**src/rtl/vga_fb_arbiter.sv**
```systemverilog
// Framebuffer RAM port scheduler: one scan-out fetch slot per 2^SCALE_LOG2 active pixels, with the remaining slots shared round-robin by two writers.
// Pixel and sync/blank outputs are realigned by 3 cycles. Optional macro FB_WR_BLANK_ONLY_EN restricts writes to vertical blanking.
module vga_fb_arbiter #(
  parameter int HACTIVE    = 640,
  parameter int VACTIVE    = 480,
  parameter int SCALE_LOG2 = 2,
  parameter int AW         = 15,
  parameter int DW         = 8
) (
  input  logic          vgaclk,
  input  logic          reset,
  input  logic [9:0]    x,
  input  logic [9:0]    y,
  input  logic          hsync,
  input  logic          vsync,
  input  logic          blank_b,
  output logic [AW-1:0] ram_addr,
  output logic          ram_we,
  output logic [DW-1:0] ram_wdata,
  input  logic [DW-1:0] ram_rdata,
  input  logic          wr0_valid,
  output logic          wr0_ready,
  input  logic [AW-1:0] wr0_addr,
  input  logic [DW-1:0] wr0_data,
  input  logic          wr1_valid,
  output logic          wr1_ready,
  input  logic [AW-1:0] wr1_addr,
  input  logic [DW-1:0] wr1_data,
  output logic [DW-1:0] pix,
  output logic          hsync_d,
  output logic          vsync_d,
  output logic          blank_b_d,
  output logic          wr_drop
);

  localparam int FB_W    = HACTIVE >> SCALE_LOG2;
  localparam int FB_H    = VACTIVE >> SCALE_LOG2;
  localparam int FB_SIZE = FB_W * FB_H;
  localparam logic [9:0] SUB_MASK = 10'((1 << SCALE_LOG2) - 1);

  logic          fetch;
  logic          free_slot;
  logic [AW-1:0] fetch_addr;
  logic          gnt0, gnt1, grant;
  logic [AW-1:0] sel_addr;
  logic [DW-1:0] sel_data;
  logic          in_range;

  logic          ptr_q, ptr_d;
  logic [AW-1:0] ram_addr_q, ram_addr_d;
  logic          ram_we_q, ram_we_d;
  logic [DW-1:0] ram_wdata_q, ram_wdata_d;
  logic          wr_drop_q, wr_drop_d;
  logic [1:0]    tag_q, tag_d;
  logic [DW-1:0] pix_q, pix_d;
  logic [2:0]    hs_pipe_q, hs_pipe_d;
  logic [2:0]    vs_pipe_q, vs_pipe_d;
  logic [2:0]    bl_pipe_q, bl_pipe_d;

  assign fetch      = blank_b && ((x & SUB_MASK) == '0);
  assign fetch_addr = AW'(y >> SCALE_LOG2) * AW'(FB_W) + AW'(x >> SCALE_LOG2);

`ifdef FB_WR_BLANK_ONLY_EN
  // Writers only touch the framebuffer while no visible line is being scanned.
  assign free_slot = !reset && !fetch && (y >= 10'(VACTIVE));
`else
  assign free_slot = !reset && !fetch;
`endif

  // ptr_q names the preferred requester: 0 = wr0, 1 = wr1.
  assign gnt0  = free_slot && wr0_valid && (!wr1_valid || !ptr_q);
  assign gnt1  = free_slot && wr1_valid && (!wr0_valid ||  ptr_q);
  assign grant = gnt0 || gnt1;

  assign wr0_ready = gnt0;
  assign wr1_ready = gnt1;

  assign sel_addr = gnt1 ? wr1_addr : wr0_addr;
  assign sel_data = gnt1 ? wr1_data : wr0_data;
  assign in_range = {1'b0, sel_addr} < (AW+1)'(FB_SIZE);

  always_comb begin
    ptr_d       = ptr_q;
    ram_addr_d  = ram_addr_q;
    ram_we_d    = 1'b0;
    ram_wdata_d = ram_wdata_q;
    wr_drop_d   = 1'b0;
    if (fetch) begin
      ram_addr_d = fetch_addr;
    end else if (grant) begin
      ptr_d = gnt0;
      if (in_range) begin
        ram_addr_d  = sel_addr;
        ram_wdata_d = sel_data;
        ram_we_d    = 1'b1;
      end else begin
        wr_drop_d = 1'b1;
      end
    end
  end

  // Read data returns two cycles after the fetch decision; the tag marks when to capture it.
  assign tag_d     = {tag_q[0], fetch};
  assign pix_d     = tag_q[1] ? ram_rdata : pix_q;
  assign hs_pipe_d = {hs_pipe_q[1:0], hsync};
  assign vs_pipe_d = {vs_pipe_q[1:0], vsync};
  assign bl_pipe_d = {bl_pipe_q[1:0], blank_b};

  always_ff @(posedge vgaclk or posedge reset) begin
    if (reset) begin
      ptr_q       <= 1'b0;
      ram_addr_q  <= '0;
      ram_we_q    <= 1'b0;
      ram_wdata_q <= '0;
      wr_drop_q   <= 1'b0;
      tag_q       <= '0;
      pix_q       <= '0;
      hs_pipe_q   <= '1;
      vs_pipe_q   <= '1;
      bl_pipe_q   <= '0;
    end else begin
      ptr_q       <= ptr_d;
      ram_addr_q  <= ram_addr_d;
      ram_we_q    <= ram_we_d;
      ram_wdata_q <= ram_wdata_d;
      wr_drop_q   <= wr_drop_d;
      tag_q       <= tag_d;
      pix_q       <= pix_d;
      hs_pipe_q   <= hs_pipe_d;
      vs_pipe_q   <= vs_pipe_d;
      bl_pipe_q   <= bl_pipe_d;
    end
  end

  assign ram_addr  = ram_addr_q;
  assign ram_we    = ram_we_q;
  assign ram_wdata = ram_wdata_q;
  assign wr_drop   = wr_drop_q;
  assign hsync_d   = hs_pipe_q[2];
  assign vsync_d   = vs_pipe_q[2];
  assign blank_b_d = bl_pipe_q[2];
  assign pix       = blank_b_d ? pix_q : '0;

endmodule

```
**config.mk**
```make
export PLATFORM = sky130hd
export DESIGN_NAME = vga_fb_arbiter
export DESIGN_NICKNAME = d
export VERILOG_FILES = /design/src/rtl/vga_fb_arbiter.sv
export SDC_FILE = /design/constraint.sdc
export NUM_CORES = 1
export LEC_CHECK = 0
export BUFFER_PORTS_ARGS = -buffer_cell sky130_fd_sc_hd__buf_2
export CAP_MARGIN = 10
export CORE_MARGIN = 2
export CORE_UTILIZATION = 47
export DETAILED_ROUTE_END_ITERATION = 8
export PLACE_DENSITY = 0.85
export SYNTH_ARGS = -nofsm -noshare
export SYNTH_HDL_FRONTEND = slang
export SYNTH_SLANG_ARGS = --single-unit
```
**constraint.sdc**
```tcl
create_clock -name vgaclk -period 2.05 [get_ports vgaclk]
set_input_delay 0.1025 -clock vgaclk [delete_from_list [all_inputs] [get_ports vgaclk]]
set_output_delay 0.1025 -clock vgaclk [all_outputs]
set_load 0.03 [all_outputs]
```
==> results by group, run 1 <==
Pwr
  – Worst VDD drop: between 0.4 and 0.5 mV
  – Internal power: between 1.5 and 2 mW
  – Comb power frac: 39.6%
  – Switching share of power: 35.29%
  – Overall power: 2.927 mW
  – Leak: 1.880 nW
  – PwrDens: 785.5 mW/mm^2
  – Reg power frac: 38.5%
  – Clock Power Share: 21.9%
  – Sw power: 1.033 mW

Yosys
  – Number of synthesized register bits: 45
  – Syn Inst Count: 258
  – Main synth FF type: dfrtp_1
  – Avg Inst Size Synth: 10.23 um^2
  – Syn_nets: 356
  – Mapped Area: around 0.0026 mm^2
  – Post-synth cell types: 50
  – Asr flop ratio synth: 100.0%
  – Syn. warnings: 0
  – Number of flops mapped to enable cells by yosys: 0
  – Seq/Total Area, Yosys: between 40 and 50%

Drt
  – Drt initial violations: 94
  – Drt pass-1 iters: 6
  – ANT nets after route: 0
  – WL final: just under 7000 um
  – Via count: 2538
  – DR WL/cell: 14.41 um
  – DRC viols: 0
  – Vias/cell: between 5 and 6

Run status
  – Status: complete, no violations

Clocking
  – CTS Sinks: 45
  – CTS tree: built
  – Clock root cell: clkbuf_8
  – Worst skew pair latency: 290 ps
  – CTS Buffer Depth: 2
  – H-tree lvl count: 2
  – Worst-path clk slew: approximately 90 ps
  – Num CTS Buffers: 5

Floorplan
  – Die footprint: roughly 0.0062 mm^2
  – Starting Density: 48.24%
  – Die W: around 79 um
  – Ports: 119
  – FP Rows: 27
  – Core region area: 0.005473 mm^2
  – Die H: 78.95 um

Timing
  – Final Hold Viols: 0
  – Post-layout min period: slightly above 2000 ps
  – Setup Skew: just over 9 ps
  – Slew Viols, Final: 0
  – Worst slew margin: 70.53%
  – Final Setup Violations: 0
  – Hold Slack: 8.710 ps
  – Tcrit/Tclk final: 98.48%
  – Slew @ Worst Pin: 441.4 ps
  – F_max: 495.4 MHz

Place
  – # port buffers: 116
  – DP Area: 0.003503 mm^2
  – Global placement routability congestion: approximately 0.81
  – Post-DP HPWL: 5370 um

Global routing
  – Pin count of the biggest net entering global routing: 28
  – Global route overflow: 0
  – First-pass GRT wire length: 10980 um
  – Antenna violations before repair: 0
  – Total Routing Usage GR: 22.22%
  – Vias in the first global route: 2446

Critical path
  – Critical path endpoint category: flip-flop
  – Startpoint Class: input pin
  – CP max FO: 6
  – CP required: between 2000 and 2500 ps
  – Worst Setup Path Type: input pin to flip-flop
  – Worst Path Arrival: between 2000 and 2500 ps

Finish
  – Design Area, Final: 0.003726 mm^2
  – Share of cells above drive strength 1: 47.78%
  – Fin util: about two thirds
  – Area grow syn2layout: 41.14%
  – Fin nets: 503
  – Antenna fix cells: 0
  – Storage element area: 0.001134 mm^2
  – Fillers: 446
  – Footprint of the multi-input gates: 0.001481 mm^2

Job
  – Max-Cap Viols: 0

Min path
  – HP Class: input pin to flip-flop
cell families (layout without fill, tap and decap cells):
group,after synthesis,in the layout,synth area share [%]
adder cells (fa/ha/maj),17,17,8.626
AO/OA/AOI/OAI,55,55,15.55
AND/OR/NAND/NOR,97,97,19.38
buffers and inverters,20,168,4.408
XOR/XNOR,9,9,2.986
flip-flops,45,45,42.94
multiplexers,15,15,6.114
cells in the mapped netlist, types with 5 or more instances:
master,count,area [um^2]
a21oi_1,12,60.06
a31oi_1,9,56.30
dfrtp_1,39,975.9
nand2_1,43,161.4
ha_1,15,187.7
a221o_1,9,90.09
mux2_2,8,90.09
dfstp_2,6,157.7
nor2_1,17,63.81
nand3_1,6,30.03
mux2i_1,6,60.06
inv_1,8,30.03
xnor2_1,6,52.55
o21ai_0,6,30.03
and2_1,8,50.05
clkbuf_1,5,18.77
placed cells by master, fill, tap and decap left out, types with 4 or more instances in the layout:
master	instances
o211ai_2	4
a21oi_1	12
buf_2	116
dfrtp_1	39
clkbuf_8	5
o21ai_0	4
ha_4	4
nor2_1	17
a221o_1	9
nand3_1	6
xnor2_1	5
inv_1	6
a31oi_1	9
dfstp_2	6
nand2_1	43
and2_1	8
mux2_2	8
dlygate4sd3_1	4
buf_4	27
ha_1	11
mux2i_1	6
routing by layer:
| metal | vias up | track usage, % | part of all wire [%] |
|---|---|---|---|
| met3 | 17 | 5.114 | 6.4 |
| met2 | 102 | 42.39 | 53 |
| met1 | 1208 | 24.00 | 38 |
| met4 | 0 | 7.586 | 1.7 |
| li1 | 1211 | - | - |
| met5 | - | 0 | 0 |
critical path, cell delays in order:
cell and delay (ps):
dlygate4sd3_1 550, buf_2 150, and2b_2 250, nand3_4 100, inv_4 70, o32ai_4 80
or2_4 290, clkinv_8 60, nor2_8 40, buf_4 150, a221o_1 340
state kept, by name, indices dropped and copies added (netlist names):
name       flops
ptr_q          1
tag_q          2
wr_drop        1
hs_pipe_q      3
pix_q          8
ram_addr      15
vs_pipe_q      3
ram_wdata      8
ram_we         1
bl_pipe_q      3
power by group through the flow:
stage	combinational (mW)	clock (mW)	sequential, mW
2_1_floorplan	0.513	0	1.35
3_3_place_gp	1.09	0	1.13
4_1_cts	1.13	0.660	1.13
3_5_place_dp	1.13	0	1.14
5_1_grt	1.26	0.693	1.15
6_report	1.16	0.640	1.13
final cells by class:
cell class	instances	area share [%]
Clock buffer	6	1.948
Clock inverter	2	0.9402
Inverter	11	1.578
Multi-Input combinational cell	193	39.76
Sequential cell	45	30.42
Tap cell	72	2.418
Timing Repair Buffer	149	22.93
final timing paths:
kind / endpoint / cells past startpoint / start / slack, ps
worst max-delay path: ram_addr[12]$_DFFE_PP0P_ / 11 / reset / 30
worst min-delay path: ram_addr[2]$_DFFE_PP0P_ / 3 / x[4] / 9
worst max register to register: ram_addr[7]$_DFFE_PP0P_ / 8 / ptr_q$_DFFE_PP0P_ / 170
worst min register to register: bl_pipe_q[2]$_DFF_PP0_ / 0 / bl_pipe_q[1]$_DFF_PP0_ / 350
max in group asynchronous: hs_pipe_q[2]$_DFF_PP1_ / 4 / reset / 1070
min in group asynchronous: ram_addr[8]$_DFFE_PP0P_ / 3 / reset / 410
timing repair:
action | in CTS | in global routing
endpoints found under the setup margin | 0 | 12
hold buffers | 4 | 0
buffers inserted | 0 | 3
resized for setup | 0 | 10
endpoints found under the hold margin | 21 | 0
metrics by stage:
| stage | TNS [ps] | cells | setup WS, ps |
|---|---|---|---|
| 3_5_place_dp | -622.5 | 463 | -263.6 |
| 4_1_cts | 0 | 475 | 47.17 |
| 6_report | 0 | 478 | 31.25 |
| 3_3_place_gp | -390.5 | 463 | -192.2 |
| 5_1_grt | -71.46 | 478 | -18.44 |
| 2_1_floorplan | -19.29 | 258 | -19.29 |
No activity file was read; power rests on OpenSTA's default activity.
==> run 2: changes to the inputs <==
SETUP_SLACK_MARGIN = 0.3   (was default)
==> results by group, run 2 (synthesized netlist as in run 1, its figures left out) <==
Clocking
  – Worst skew pair latency: 300 ps
  – Worst-path clk slew: 90 ps
  – CTS Sinks: 45
  – CTS tree: built
  – Num CTS Buffers: 5
  – CTS Buffer Depth: 2
  – Clock root cell: clkbuf_8
  – H-tree lvl count: 2

Timing
  – RSZ-0062 raised after global routing: yes
  – Tcrit/Tclk final: 97.99%
  – Final Hold Viols: 0
  – Worst slew margin: 65.74%
  – F_max: roughly 500 MHz
  – Post-layout min period: 2009 ps
  – Final Setup Violations: 0
  – Setup Skew: 6.967 ps
  – Slew @ Worst Pin: 510.9 ps
  – Slew Viols, Final: 0

Job
  – Max-Cap Viols: 0

Finish
  – Final Non-Filler Cells: 486
  – Storage element area: 0.001134 mm^2
  – Footprint of the multi-input gates: 0.001568 mm^2
  – Share of cells above drive strength 1: 51.21%
  – Area grow syn2layout: 49.62%
  – Commonest cells after routing, fill and taps aside: 114 x buf_2, 43 x nand2_1, 39 x dfrtp_1
  – Max FFs per register: 15
  – Antenna fix cells: 0
  – Fillers: ~400
  – Fin nets: 511
  – Most common library cell in the layout ignoring fill and taps: buf_2

Place
  – Inst Count DP: 462
  – Global placement routability congestion: 0.8996
  – # port buffers: 116
  – Post-DP HPWL: 5204 um

Floorplan
  – FP Rows: 27
  – Die H: 78.95 um
  – Ports: 119
  – Die W: 78.95 um
  – Core region area: between 0.005 and 0.006 mm^2
  – Starting Density: about half
  – Die footprint: 0.006232 mm^2

Pwr
  – Overall power: 3.187 mW
  – Worst VDD drop: 0.4370 mV
  – Leak: 1.975 nW
  – PwrDens: 806.7 mW/mm^2

Drt
  – Via count: around 2600
  – DR WL/cell: 14.71 um
  – Vias/cell: ~5.3
  – Drt pass-1 iters: 4
  – WL final: 7150 um
  – DRC viols: 0
  – Drt initial violations: 130
  – ANT nets after route: 0

Run status
  – Status: complete, no violations

Critical path
  – Startpoint Class: input pin
  – Crit path largest cell delay: 380 ps
  – Cells along the critical path: buf_8 -> ha_4 -> ha_4 -> inv_2 -> fa_2 -> xor2_2 -> nor4b_4 -> nand2_1 -> xnor2_2 -> a221o_1
  – Worst Path Arrival: 2190 ps
  – Most frequent CP cell: ha_4
  – Critical path endpoint category: flip-flop
  – Worst path slowest cell: fa_2
  – Worst Setup Path Type: input pin to flip-flop
  – Worst Path Buf+Inv: 2
  – Crit-path leading delay family: adder cells
  – CP required: 2230 ps
  – CP max FO: 3

Global routing
  – Vias in the first global route: 2441
  – Global route overflow: 0
  – Antenna violations before repair: 0
  – Total Routing Usage GR: 22.45%
  – First-pass GRT wire length: around 11000 um
  – Pin count of the biggest net entering global routing: 34

Min path
  – HP Class: input pin to flip-flop
## run 2: cell count changes in the layout (fill, tap and decap cells not counted), sizes merged
cell         previous run  this run
buf                   145       149
dlygate4sd3             4         7
inv                    10        11
clkinv                  2         1
bufinv                  1         2
## run 2: stage by stage
stage | utilization [%] | hold slack, ps | cell area, um^2 | setup slack [ps] | setup TNS, ps
after CTS | 69.48 | 10.67 | 3802 | 157.3 | 0
after global routing | 72.18 | 23.85 | 3950 | 9.687 | 0
final | 72.18 | 25.37 | 3950 | 41.21 | 0
after floorplan | - | 107.0 | 2699 | -19.29 | -19.29
after detailed placement | 63.90 | 68.64 | 3497 | -244.0 | -559.6
after global placement | 63.90 | 60.73 | 3497 | -167.9 | -353.3
## run 2: metal layers
layer  vias to the layer above  part of all wire (%)  GRT usage (%)  wire length (um)
met3                        13                   7.7          4.773               549
met2                       122                    50          39.57              3603
met1                      1202                    41          27.95              2897
met5                         -                     0              0                 0
met4                         0                   1.4          6.207               100
li1                       1231                     -              -                 -
## run 2: worst paths after layout
check                                   start                  endpoint  slack (ps)  cells past startpoint
min in group asynchronous               reset  ram_addr[13]$_DFFE_PP0P_         310                      3
setup / recovery                         y[3]  ram_addr[12]$_DFFE_PP0P_          40                     10
setup reg to reg            ptr_q$_DFFE_PP0P_  ram_addr[12]$_DFFE_PP0P_         210                      8
hold / removal                           x[4]   ram_addr[2]$_DFFE_PP0P_          30                      3
hold reg to reg            tag_q[0]$_DFF_PP0_        tag_q[1]$_DFF_PP0_         360                      0
max in group asynchronous               reset    vs_pipe_q[0]$_DFF_PP1_        1030                      4
## run 2: area by class of cell
cell class              count  share of cell area (%)
multi-input cells         193                   39.69
flip-flops and latches     45                   28.70
repair buffers            157                   24.36
well taps                  72                   2.281
clock buffers               5                   1.742
clock inverters             3                   1.742
inverters                  11                   1.489
## run 2: what timing repair did
action / in CTS / in global routing
setup endpoints to repair: 13 / 23
endpoints found under the hold margin: 18 / 0
buffers inserted: 3 / 5
hold buffers: 7 / 0
cloned: 0 / 1
pin swaps: 15 / 6
resized for setup: 15 / 16
## run 2: report_power, final
part           internal [mW]  switching [mW]  total (mW)
clock network          0.490           0.299       0.789
logic                  0.556           0.709        1.26
registers               1.04          0.0888        1.13
total                   2.09            1.10        3.19
## run 2: tightest hold or removal path, stage by stage
cell      delay (ps)
buf_2             80
nand2_1           50
o211ai_2          60
==> run 3: changes to the inputs <==
ABC_AREA = 1   (was default)
CORE_UTILIZATION = 48   (was 47)
PLACE_DENSITY = 0.86   (was 0.85)
==> results by group, run 3 <==
Run status
  – Status: complete, no violations

Global routing
  – Global route overflow: 0
  – Pin count of the biggest net entering global routing: 46
  – First-pass GRT wire length: ~12000 um
  – Vias in the first global route: 2617
  – Antenna violations before repair: 0
  – Total Routing Usage GR: 23.99%
  – Grt peak-use layer: met2
  – Met1 GRT Util: 28.60%
  – Met3 Usage GRT: 5.204%
  – GR met2 Demand/Resource: 43.03%

Timing
  – Final Hold Viols: 0
  – Final worst setup slack: about 240 ps
  – Post-layout min period: 1809 ps
  – Worst slew margin: 63.73%
  – Slew Viols, Final: 0
  – Tcrit/Tclk final: 88.26%
  – RSZ-0062 raised after global routing: yes
  – Final Setup Violations: 0
  – Slew @ Worst Pin: 544.1 ps
  – F_max: 552.7 MHz
  – Setup Skew: 7.519 ps

Clocking
  – Clock root cell: clkbuf_8
  – Worst skew pair latency: 290 ps
  – CTS tree: built
  – H-tree lvl count: 2
  – CTS Sinks: 45
  – Num CTS Buffers: 5
  – Worst-path clk slew: 90 ps
  – CTS Buffer Depth: 2

Critical path
  – CP required: 2240 ps
  – Critical path endpoint category: flip-flop
  – Worst Path Arrival: 2000 ps
  – Startpoint Class: flip-flop
  – Worst Setup Path Type: flip-flop to flip-flop
  – CP max FO: 7

Place
  – Post-DP HPWL: about 5300 um
  – # port buffers: between 100 and 150
  – Inst Count DP: 545
  – Setup WS pre-CTS: -135.6 ps
  – Global placement routability congestion: 0.7880

Finish
  – Final Non-Filler Cells: 577
  – Max FFs per register: 15
  – Antenna fix cells: 0
  – Fin util: 72.94%
  – Area grow syn2layout: 46.04%
  – Most common library cell in the layout ignoring fill and taps: nand2_1
  – Share of cells above drive strength 1: 45.54%
  – Commonest cells after routing, fill and taps aside: 128 x nand2_1, 113 x buf_2, 39 x dfrtp_1
  – Fin nets: 602
  – Fillers: a little over 400

Drt
  – Drt pass-1 iters: 4
  – Vias/cell: 4.977
  – DR WL/cell: 13.13 um
  – WL final: ~7600 um
  – DRC viols: 0
  – Via count: ~2900
  – ANT nets after route: 0
  – Drt initial violations: 93

Yosys
  – Asr flop ratio synth: 100.0%
  – Post-synth cell types: 32
  – Avg Inst Size Synth: 7.661 um^2
  – Most common cell in the netlist: nand2_1
  – Top-area cell type share of the netlist area: between 30% and 40%
  – Syn. warnings: 0
  – Syn Inst Count: 359
  – Seq/Total Area, Yosys: 41.22%
  – Most common library cells after synthesis: 143 x nand2_1, 39 x dfrtp_1, 37 x inv_1
  – Top cells by area, synth: dfrtp_1 35%, nand2_1 20%, ha_1 6.8%, dfstp_2 5.7%, inv_1 5.1%
  – Main synth FF type: dfrtp_1
  – Number of synthesized register bits: 45
  – Syn_nets: 457
  – Cell taking the most area after synthesis: dfrtp_1
  – Mapped Area: 0.002750 mm^2
  – Number of flops mapped to enable cells by yosys: 0

Floorplan
  – Core region area: approximately 0.0055 mm^2
  – Starting Density: approximately half
  – Die W: 79.70 um
  – Die footprint: 0.006351 mm^2
  – Ports: roughly 120
  – Die H: between 70 and 80 um
  – FP Rows: 27

Pwr
  – PwrDens: roughly 800 mW/mm^2
  – Leak: roughly 2.3 nW
  – Worst VDD drop: about 0.43 mV
  – Overall power: ~3.2 mW

Min path
  – HP Class: input pin to flip-flop

Job
  – Max-Cap Viols: 0
==> run 3: cell types whose count changed in the layout (fill, tap and decap cells not counted), moves of 6 or more <==
cell	change
nand2_1	+85
inv_1	+27
nand2_2	+16
nand3_2	+13
a221o_1	-9
and2_1	-8
buf_4	-7
inv_2	+6
mux2i_1	-6
nand3_1	+6
==> run 3: kinds of logic after synthesis <==
family / count (synthesis) / synth area share [%]
AND/OR/NAND/NOR: 197 / 30.25
buffers and inverters: 54 / 8.144
flip-flops: 45 / 41.22
AO/OA/AOI/OAI: 34 / 7.552
adder cells (fa/ha/maj): 17 / 8.280
multiplexers: 8 / 3.276
XOR/XNOR: 4 / 1.274
==> run 3: critical path, cell delays in order (launching register included) <==
cell and delay [ps]:
dfrtp_1 350, inv_2 50, a21oi_4 190, nand3_4 150
buf_6 160, nand2_2 50, nand2_2 50, nand2_2 70
nand2_2 50, nand2_2 90, nand3_4 170, buf_6 180
nand3_1 70, nand3_2 70
==> run 3: what timing repair did <==
item	CTS	global route
setup endpoints to repair	25	25
pin swaps	23	15
setup buffers	15	5
hold endpoints to repair	3	0
gates resized for setup	39	27
hold buffers	3	0
gates cloned	1	0
==> run 3: power by group <==
part           switching [mW]  leakage [nW]  internal, mW
clock network           0.289        0.0552         0.362
logic                   0.885          1.69         0.518
registers               0.115         0.544          1.08
==> run 3: stage by stage <==
| step | cell area [um^2] | TNS (ps) | hold slack, ps |
|---|---|---|---|
| floorplan | 2789 | 0 | 107.0 |
| global placement | 3467 | -37.90 | 208.2 |
| detailed placement | 3467 | -345.8 | 209.9 |
| CTS | 3889 | 0 | 33.62 |
| global route | 4016 | 0 | 23.53 |
| finish | 4016 | 0 | 39.95 |
==> run 3: worst paths after layout <==
check / start / end / slack, ps / cells after the start
worst max-delay path: ptr_q$_DFFE_PP0P_ / ram_addr[14]$_DFFE_PP0P_ / 240 / 13
worst min-delay path: ram_rdata[1] / pix_q[1]$_DFFE_PP0P_ / 40 / 2
worst max register to register: ptr_q$_DFFE_PP0P_ / ram_addr[14]$_DFFE_PP0P_ / 240 / 13
worst min register to register: bl_pipe_q[1]$_DFF_PP0_ / bl_pipe_q[2]$_DFF_PP0_ / 360 / 0
max in group asynchronous: reset / hs_pipe_q[2]$_DFF_PP1_ / 1570 / 3
min in group asynchronous: reset / ram_addr[10]$_DFFE_PP0P_ / 90 / 3
==> run 3: per-layer routing <==
metal	share of wire (%)	vias up	wire [um]
li1	-	1431	-
met1	41	1326	3091
met2	50	100	3797
met3	7.3	15	552
met4	1.8	0	136
met5	0	-	0
==> run 3: final cells by class <==
class / count / area (um^2) / share of cell area (%)
multi-input combinational: 261 / 1628 / 40.53
sequential: 45 / 1134 / 28.22
timing repair buffer: 149 / 895.9 / 22.31
inverter: 42 / 161.4 / 4.019
tap: 72 / 90.09 / 2.243
clock buffer: 6 / 72.57 / 1.807
clock inverter: 2 / 35.03 / 0.8723
